<file path="src/rtl/clz64_pkg.sv">
// Shared constants and the nibble-local leading-zero helper for the
// pipelined 64-bit count-leading-zeroes unit.
package clz64_pkg;

  localparam int DATA_W = 64;
  localparam int NIB_N  = 16;
  localparam int GRP_N  = 8;
  localparam int CNT_W  = 7;
  localparam logic [CNT_W-1:0] ZERO_CNT = 7'd64;

  // Leading zeros inside one nibble; an all-zero nibble returns 0 because
  // the zero flag carries that case and the count is ignored there.
  function automatic logic [1:0] nib_lzc(input logic [3:0] nib);
    logic [1:0] cnt;
    cnt = 2'd0;
    if (nib[3])      cnt = 2'd0;
    else if (nib[2]) cnt = 2'd1;
    else if (nib[1]) cnt = 2'd2;
    else if (nib[0]) cnt = 2'd3;
    else             cnt = 2'd0;
    return cnt;
  endfunction

endpackage

</file>
<file path="src/rtl/clz64_nibble_lzc4.sv">
// One nibble of the stage-1 front end: zero flag plus local leading-zero count.
module nibble_lzc4
  import clz64_pkg::*;
(
  input  logic [3:0] nib,
  output logic       zero,
  output logic [1:0] cnt
);

  // Purely combinational nibble classification
  always_comb begin
    zero = (nib == 4'd0);
    cnt  = nib_lzc(nib);
  end

endmodule

</file>
<file path="src/rtl/clz64_pipe.sv">
// Two-stage 64-bit count-leading-zeroes pipeline with valid/ready on both
// sides. Stage 1 registers per-nibble zero flags and local counts; stage 2
// priority-encodes the first non-zero nibble in each 8-nibble group and
// registers the final 7-bit count together with the sideband tag.
module clz64_pipe
  import clz64_pkg::*;
#(
  parameter int TAG_W = 4
) (
  input  logic              i_CLK,
  input  logic              i_RST_N,
  input  logic              i_VALID,
  output logic              o_READY,
  input  logic [DATA_W-1:0] i_DATA,
  input  logic [TAG_W-1:0]  i_TAG,
  output logic              o_VALID,
  input  logic              i_READY,
  output logic [CNT_W-1:0]  o_COUNT,
  output logic              o_ZERO,
  output logic [TAG_W-1:0]  o_TAG
);

  logic [NIB_N-1:0]      z_comb;
  logic [NIB_N-1:0][1:0] l_comb;

  logic                  v1;
  logic [NIB_N-1:0]      z1;
  logic [NIB_N-1:0][1:0] l1;
  logic [TAG_W-1:0]      tag1;

  logic                  v2;
  logic [CNT_W-1:0]      cnt2;
  logic                  zero2;
  logic [TAG_W-1:0]      tag2;

  logic                  adv2;
  logic                  adv1;

  logic                  hi_found;
  logic                  lo_found;
  logic [2:0]            p_hi;
  logic [2:0]            p_lo;
  logic [CNT_W-1:0]      cnt_next;
  logic                  zero_next;

  // Nibble 0 is the most significant nibble of the operand
  for (genvar k = 0; k < NIB_N; k++) begin : g_nib
    nibble_lzc4 u_nib (
      .nib  (i_DATA[DATA_W-1-4*k -: 4]),
      .zero (z_comb[k]),
      .cnt  (l_comb[k])
    );
  end

  // Each stage moves when its output slot is empty or being drained; the
  // ready path depends only on the valid flags and downstream ready
  always_comb begin
    adv2    = ~v2 | i_READY;
    adv1    = ~v1 | adv2;
    o_READY = adv1;
  end

  // Stage 1: capture nibble flags/counts and tag whenever the stage advances
  always_ff @(posedge i_CLK or negedge i_RST_N) begin
    if (!i_RST_N) begin
      v1   <= 1'b0;
      z1   <= '0;
      l1   <= '0;
      tag1 <= '0;
    end else if (adv1) begin
      v1 <= i_VALID;
      if (i_VALID) begin
        z1   <= z_comb;
        l1   <= l_comb;
        tag1 <= i_TAG;
      end
    end
  end

  // Stage 2 combinational: first non-zero nibble per group, then final mux
  always_comb begin
    hi_found  = 1'b0;
    lo_found  = 1'b0;
    p_hi      = 3'd0;
    p_lo      = 3'd0;
    cnt_next  = ZERO_CNT;
    zero_next = 1'b1;
    for (int k = GRP_N - 1; k >= 0; k--) begin
      if (!z1[k]) begin
        hi_found = 1'b1;
        p_hi     = 3'(k);
      end
      if (!z1[k+GRP_N]) begin
        lo_found = 1'b1;
        p_lo     = 3'(k);
      end
    end
    if (hi_found) begin
      cnt_next  = {1'b0, 1'b0, p_hi, l1[{1'b0, p_hi}]};
      zero_next = 1'b0;
    end else if (lo_found) begin
      cnt_next  = {1'b0, 1'b1, p_lo, l1[{1'b1, p_lo}]};
      zero_next = 1'b0;
    end
  end

  // Stage 2 register: result held stable while downstream stalls
  always_ff @(posedge i_CLK or negedge i_RST_N) begin
    if (!i_RST_N) begin
      v2    <= 1'b0;
      cnt2  <= '0;
      zero2 <= 1'b0;
      tag2  <= '0;
    end else if (adv2) begin
      v2 <= v1;
      if (v1) begin
        cnt2  <= cnt_next;
        zero2 <= zero_next;
        tag2  <= tag1;
      end
    end
  end

  // Output drive straight from the stage-2 register
  always_comb begin
    o_VALID = v2;
    o_COUNT = cnt2;
    o_ZERO  = zero2;
    o_TAG   = tag2;
  end

endmodule

</file>
<file path="config.mk">
export PLATFORM = sky130hd
export DESIGN_NAME = clz64_pipe
export DESIGN_NICKNAME = d
export VERILOG_FILES = /design/src/rtl/clz64_pkg.sv /design/src/rtl/clz64_nibble_lzc4.sv /design/src/rtl/clz64_pipe.sv
export SDC_FILE = /design/constraint.sdc
export NUM_CORES = 1
export LEC_CHECK = 0
export BUFFER_PORTS_ARGS = -buffer_cell sky130_fd_sc_hd__buf_2
export CORE_MARGIN = 2
export CORE_UTILIZATION = 36
export DETAILED_ROUTE_END_ITERATION = 10
export PLACE_DENSITY = 0.56
export SETUP_SLACK_MARGIN = 0.4
export SLEW_MARGIN = 40
export SYNTH_ARGS = -nofsm -noshare
export SYNTH_HDL_FRONTEND = slang
export SYNTH_SLANG_ARGS = --single-unit
</file>
<file path="constraint.sdc">
create_clock -name i_CLK -period 4.2 [get_ports i_CLK]
set_input_delay 1.05 -clock i_CLK [delete_from_list [all_inputs] [get_ports i_CLK]]
set_output_delay 1.05 -clock i_CLK [all_outputs]
set_load 0.01 [all_outputs]
</file>
==> run summary, run 1 <==
Worst slew margin -> 0.6853
min Tclk post-route -> 2.611 ns
Mapped Cells -> 381
status -> complete, no violations
async set-reset flop share out of synthesis -> 1.000
top-area cell type share of the netlist area -> 0.4985
Leak -> 1.873 nW
hold_buf cts -> 0
Max Slew Vio Count -> 0
Slew @ Worst Pin -> 0.4721 ns
worst min path class -> reg -> reg
DRT Pass-1 Iters -> 4
Setup Fix Bufs, Post-CTS -> 0
synth-to-layout area growth -> 21.40%
post-cts repair resize count -> 0
share of layout cells above drive strength 1 -> 0.2489
setup tns final -> 0 ns
Post-synth EDFFs -> 0
drc violations -> 0
post-synth top area cell -> dfrtp_1
Clock Sinks -> 65
NetSw -> 0.3939 mW
I/O Pins -> 86
num rows -> 34
Die H -> 99.21 um
Seq cells post-synth -> 65
post-synth cell types -> 39
largest family of logic cells by synthesized area -> simple AND/OR/NAND/NOR gates
critical path arrival -> 1.56 ns
largest cells by area after synthesis -> dfrtp_1, nand2_1, nor2_1, o41ai_1, o21ai_0
first-pass GRT wire length -> 12,990 um
crit path capture type -> primary output
diode count -> 0
Inst Count DP -> 563
final WL -> 7540 um
complex-gate fraction of the synthesized area -> 0.2151
Yosys warnings -> 0
endpoints failing setup -> 0
nets -> 538
clock power share -> 0.322
Synth Area in Adders -> 0
die area -> 0.009842 mm2
gr ovfl total -> 0
period utilization -> 0.6217
Vias -> 2,913
initial antenna violation count -> 0
unrepaired setup endpoints after global routing -> no
xor and xnor area share after synthesis -> 0
multiplexer area fraction after synthesis -> 0.02607
Setup Skew -> 0.01358 ns
f_max -> 383.0 MHz
GP Congestion -> 0.8099
largest net degree at the start of global routing -> 46
Setup crit start kind -> input port
Main synth FF type -> dfrtp_1
routed wire length per instance -> 13.04 um
sequential power share -> 0.524
CTS Root Cell -> clkbuf_8
initial drt markers -> 100
post-synthesis instance area -> 0.003263 mm2
sequential area share after synthesis -> 0.4985
max cap viols -> 0
final hold vios -> 0
Net Count, Synth -> 453
Final Cell Area -> 0.003961 mm2
worst-path fanout max -> 3
Comb power frac -> 0.154
CTS tree -> built
CTS Buf Count -> 9
maximum buffer depth of the clock tree -> 2
Syn Area/Cell -> 8.565 um2
most frequent cell after synthesis -> nand2_1
Initial Util -> 0.3724
Core Area -> 0.008763 mm2
vias per cell -> 5.040
GRT Overall Usage -> 0.1640
Simple-Gate Fraction of Synth Area -> 0.2159
dpl cell area -> 0.003794 mm2
power per cell area -> 352.8 mW/mm2
vias in the first global route -> 2,827
Clock Pin Slew Worst Setup and Hold Paths -> 0.07 ns
dpl hpwl -> 5761 um
synth cell count leaders -> nand2_1, dfrtp_1, nor2_1, o21ai_0
post-route ant nets -> 0
PortBufs -> 85
Sw Share -> 0.2819
Int Power -> 1.003 mW
clk_lat worst skew -> 0.33 ns
Setup CP Type -> in -> out
Die X -> 99.21 um
CP required -> 3.15 ns
H-tree Lvls -> 3
Worst VDD drop -> 0.1228 mV
Filler Cell Count -> 888
fin cells -> 578
## cell families after synthesis
logic type,count (synthesis)
DFF,65
buffers and inverters,37
AOI/OAI and AO/OA,102
and+or+nand+nor,169
muxes,8
## power by group through the flow
stage / combinational [mW] / clock, mW / sequential, mW
floorplan: 0.117 / 0 / 0.736
global placement: 0.212 / 0 / 0.743
detailed placement: 0.218 / 0 / 0.745
CTS: 0.218 / 0.462 / 0.734
global route: 0.248 / 0.490 / 0.742
finish: 0.215 / 0.449 / 0.733
## registers in the layout (all words and copies together), names as in the netlist
signal   flops
o_COUNT      7
l1          32
o_VALID      1
v1           1
o_TAG        4
tag1         4
z1          16
## worst max-delay path, stage by stage
cell and delay, ns:
buf_2 0.10, nand3b_1 0.22, buf_2 0.18
## layout make-up
class	count	area, um2	area share
Clock buffer	12	145.1	0.03664
Clock inverter	3	17.52	0.004422
Inverter	22	82.58	0.02085
Multi-Input combinational cell	279	1499	0.3784
Sequential cell	65	1627	0.4106
Tap cell	108	135.1	0.03411
Timing Repair Buffer	89	455.4	0.1150
## final timing paths
check	cells past startpoint	start	slack [ns]	endpoint
min	2	tag1[1]	0.46	o_TAG[1]
min in group asynchronous	1	i_RST_N	0.58	l1[10]
max	3	i_READY	1.59	o_READY
min reg2reg	2	tag1[1]	0.46	o_TAG[1]
max in group asynchronous	2	i_RST_N	2.97	z1[13]
max reg2reg	6	z1[14]	2.30	o_COUNT[1]
## layer usage
metal / GRT usage / part of all wire
met1: 0.2373 / 0.52
met4: 0.06217 / 0.016
met5: 0 / 0
met3: 0.03162 / 0.052
met2: 0.2443 / 0.41
## metrics by stage
step / worst slack [ns] / total power [mW] / hold WS, ns / util
global placement: 1.559 / 0.9552 / 0.4396 / 0.4329
floorplan: 1.886 / 0.8523 / 0.4331 / -
CTS: 1.637 / 1.413 / 0.4603 / 0.4515
global route: 1.545 / 1.480 / 0.4871 / 0.4520
finish: 1.589 / 1.397 / 0.4611 / 0.4520
detailed placement: 1.448 / 0.9621 / 0.4513 / 0.4329
## cell usage in the layout (no fill, tap or decap), types with 7 or more instances in the layout
cell type,count
nor2_1,40
buf_2,85
nand2_1,103
o31ai_1,16
a31oi_1,7
inv_1,21
a21oi_1,21
clkbuf_8,10
o41ai_1,17
dfrtp_1,65
o21ai_0,28
Power figures use the tool's default switching activity.
==> run 2: changes to the inputs <==
--- a/config.mk
+++ b/config.mk
@@ -5,11 +5,12 @@
 export SDC_FILE = /design/constraint.sdc
 export NUM_CORES = 1
 export LEC_CHECK = 0
+export ABC_AREA = 1
 export BUFFER_PORTS_ARGS = -buffer_cell sky130_fd_sc_hd__buf_2
 export CORE_MARGIN = 2
 export CORE_UTILIZATION = 36
 export DETAILED_ROUTE_END_ITERATION = 10
-export PLACE_DENSITY = 0.56
+export PLACE_DENSITY = 0.58
 export SETUP_SLACK_MARGIN = 0.4
 export SLEW_MARGIN = 40
 export SYNTH_ARGS = -nofsm -noshare
==> constraint.sdc (replaced) <==
create_clock -name i_CLK -period 2.35 [get_ports i_CLK]
set_input_delay 0.5875 -clock i_CLK [delete_from_list [all_inputs] [get_ports i_CLK]]
set_output_delay 0.5875 -clock i_CLK [all_outputs]
set_load 0.01 [all_outputs]
==> run summary, run 2 <==
Clock Sinks -> 65
dpl cell area -> 0.004014 mm2
Worst R2R Path Depth -> 8
largest cells by area after synthesis -> dfrtp_1, nand2_1, inv_1, nand3_1, o21ai_0
Inst Count DP -> 651
worst-path fanout max -> 11
worst min path class -> in -> async
Reg with most FFs -> l1
vias in the first global route -> 3,009
dpl ws -> 0.6083 ns
CP Cell Sequence -> nand2_1 > nor3_1 > nand2_1 > a21oi_2 > nand2_1 > nor2_1 > nor2_1 > nor2_1
post-cts repair resize count -> 0
vias per cell -> 4.725
largest net degree at the start of global routing -> 66
Yosys warnings -> 0
top-area cell type share of the netlist area -> 0.4732
most frequent cells in the layout -> nand2_1, inv_1, buf_2
Max Slew Vio Count -> 0
clk_lat worst skew -> 0.34 ns
CTS Buf Count -> 9
Setup crit start kind -> flip-flop
Slew @ Worst Pin -> 0.4956 ns
synth-to-layout area growth -> 23.08%
Setup CP Type -> reg -> reg
Filler Cell Count -> 957
post-synth top area cell -> dfrtp_1
Initial Util -> 0.3720
sequential area share after synthesis -> 0.4732
Post-synth EDFFs -> 0
maximum buffer depth of the clock tree -> 2
critical path arrival -> 2.00 ns
post-synth cell types -> 28
Main synth FF type -> dfrtp_1
power per cell area -> 681.5 mW/mm2
most frequent cell after synthesis -> nand2_1
Die X -> 101.7 um
hold_buf cts -> 0
Worst slew margin -> 0.6696
crit path capture type -> flip-flop
nets -> 605
max cap viols -> 0
CP required -> 2.62 ns
Die H -> 101.7 um
Leak -> 2.184 nW
setup tns final -> 0 ns
Vias -> 3,142
Clock Pin Slew Worst Setup and Hold Paths -> 0.07 ns
GRT Overall Usage -> 0.1720
CTS Root Cell -> clkbuf_8
unrepaired setup endpoints after global routing -> no
Worst VDD drop -> 0.2401 mV
setup ws final -> 0.6284 ns
status -> complete, no violations
GP Congestion -> 0.8240
async set-reset flop share out of synthesis -> 1.000
num rows -> 35
gr ovfl total -> 0
share of layout cells above drive strength 1 -> 0.2295
Largest register FFs -> 32
most common cell after layout, fill and taps aside -> nand2_1
DRT Pass-1 Iters -> 4
routed wire length per instance -> 12.15 um
diode count -> 0
Core Area -> 0.009240 mm2
Syn Area/Cell -> 7.689 um2
min Tclk post-route -> 1.722 ns
Setup Skew -> 0.006477 ns
Net Count, Synth -> 519
endpoints failing setup -> 0
synth cell count leaders -> nand2_1, inv_1, dfrtp_1, nand3_1, o21ai_0
initial antenna violation count -> 0
dpl hpwl -> 5981 um
Mapped Cells -> 447
final hold vios -> 0
fin cells -> 665
Seq cells post-synth -> 65
H-tree Lvls -> 3
I/O Pins -> 86
f_max -> 580.8 MHz
post-synthesis instance area -> 0.003437 mm2
Slowest Stage Delay on Critical Path -> 0.57 ns
Final Cell Area -> 0.004230 mm2
die area -> 0.01034 mm2
PortBufs -> 85
post-route ant nets -> 0
CTS tree -> built
Crit-path slowest cell -> dfrtp_1
first-pass GRT wire length -> 13,900 um
initial drt markers -> 173
drc violations -> 0
period utilization -> 0.7326
final WL -> 8078 um
Setup Fix Bufs, Post-CTS -> 0
==> run 2: cell families (layout without fill, tap and decap cells) <==
| logic type | after synthesis | after routing | share of synthesized area |
|---|---|---|---|
| simple gates | 198 | 198 | 0.2665 |
| buf+inv | 106 | 195 | 0.1205 |
| compound gates | 78 | 78 | 0.1398 |
| flops | 65 | 65 | 0.4732 |
==> run 2: cell type report <==
| cell class | count | area (um2) | share of cell area |
|---|---|---|---|
| clock buffer | 11 | 151.4 | 0.03579 |
| multi-input combinational | 276 | 1396 | 0.3301 |
| tap | 129 | 161.4 | 0.03815 |
| inverter | 91 | 341.6 | 0.08075 |
| clock inverter | 3 | 65.06 | 0.01538 |
| sequential | 65 | 1627 | 0.3845 |
| timing repair buffer | 90 | 488.0 | 0.1154 |
==> run 2: path summary, 6_finish.rpt <==
| path | end | slack [ns] | start |
|---|---|---|---|
| worst max-delay path | o_COUNT[1] | 0.63 | z1[0] |
| worst min-delay path | l1[27] | 0.25 | i_RST_N |
| worst max register to register | o_COUNT[1] | 0.63 | z1[0] |
| worst min register to register | o_TAG[2] | 0.49 | o_TAG[2] |
| max in group asynchronous | l1[5] | 1.81 | i_RST_N |
| min in group i_CLK | l1[25] | 0.43 | i_DATA[14] |
==> run 2: worst max-delay path, delay by kind of cell (launching register included) <==
kind | cells | cell delay, ns
and+or+nand+nor | 7 | 0.87
DFF | 1 | 0.57
AOI/OAI and AO/OA | 1 | 0.20
==> run 2: per-stage QoR <==
| step | utilization | power (mW) | hold slack [ns] |
|---|---|---|---|
| 2_1_floorplan | - | 1.626 | 0.2919 |
| 3_3_place_gp | 0.4344 | 1.843 | 0.4627 |
| 3_5_place_dp | 0.4344 | 1.855 | 0.4723 |
| 4_1_cts | 0.4578 | 2.914 | 0.2639 |
| 5_1_grt | 0.4578 | 3.061 | 0.2716 |
| 6_report | 0.4578 | 2.883 | 0.2483 |
==> run 2: power breakdown <==
group | internal [mW] | total [mW] | switching, mW
clock network | 0.642 | 1.05 | 0.411
logic | 0.198 | 0.510 | 0.312
registers | 1.25 | 1.32 | 0.0707
==> run 2: layer usage <==
| layer | track usage | wire (um) | vias to the layer above |
|---|---|---|---|
| li1 | - | - | 1625 |
| met5 | 0 | 0 | - |
| met1 | 0.2585 | 4271 | 1432 |
| met3 | 0.03658 | 344 | 14 |
| met2 | 0.2384 | 3298 | 71 |
| met4 | 0.07173 | 164 | 0 |
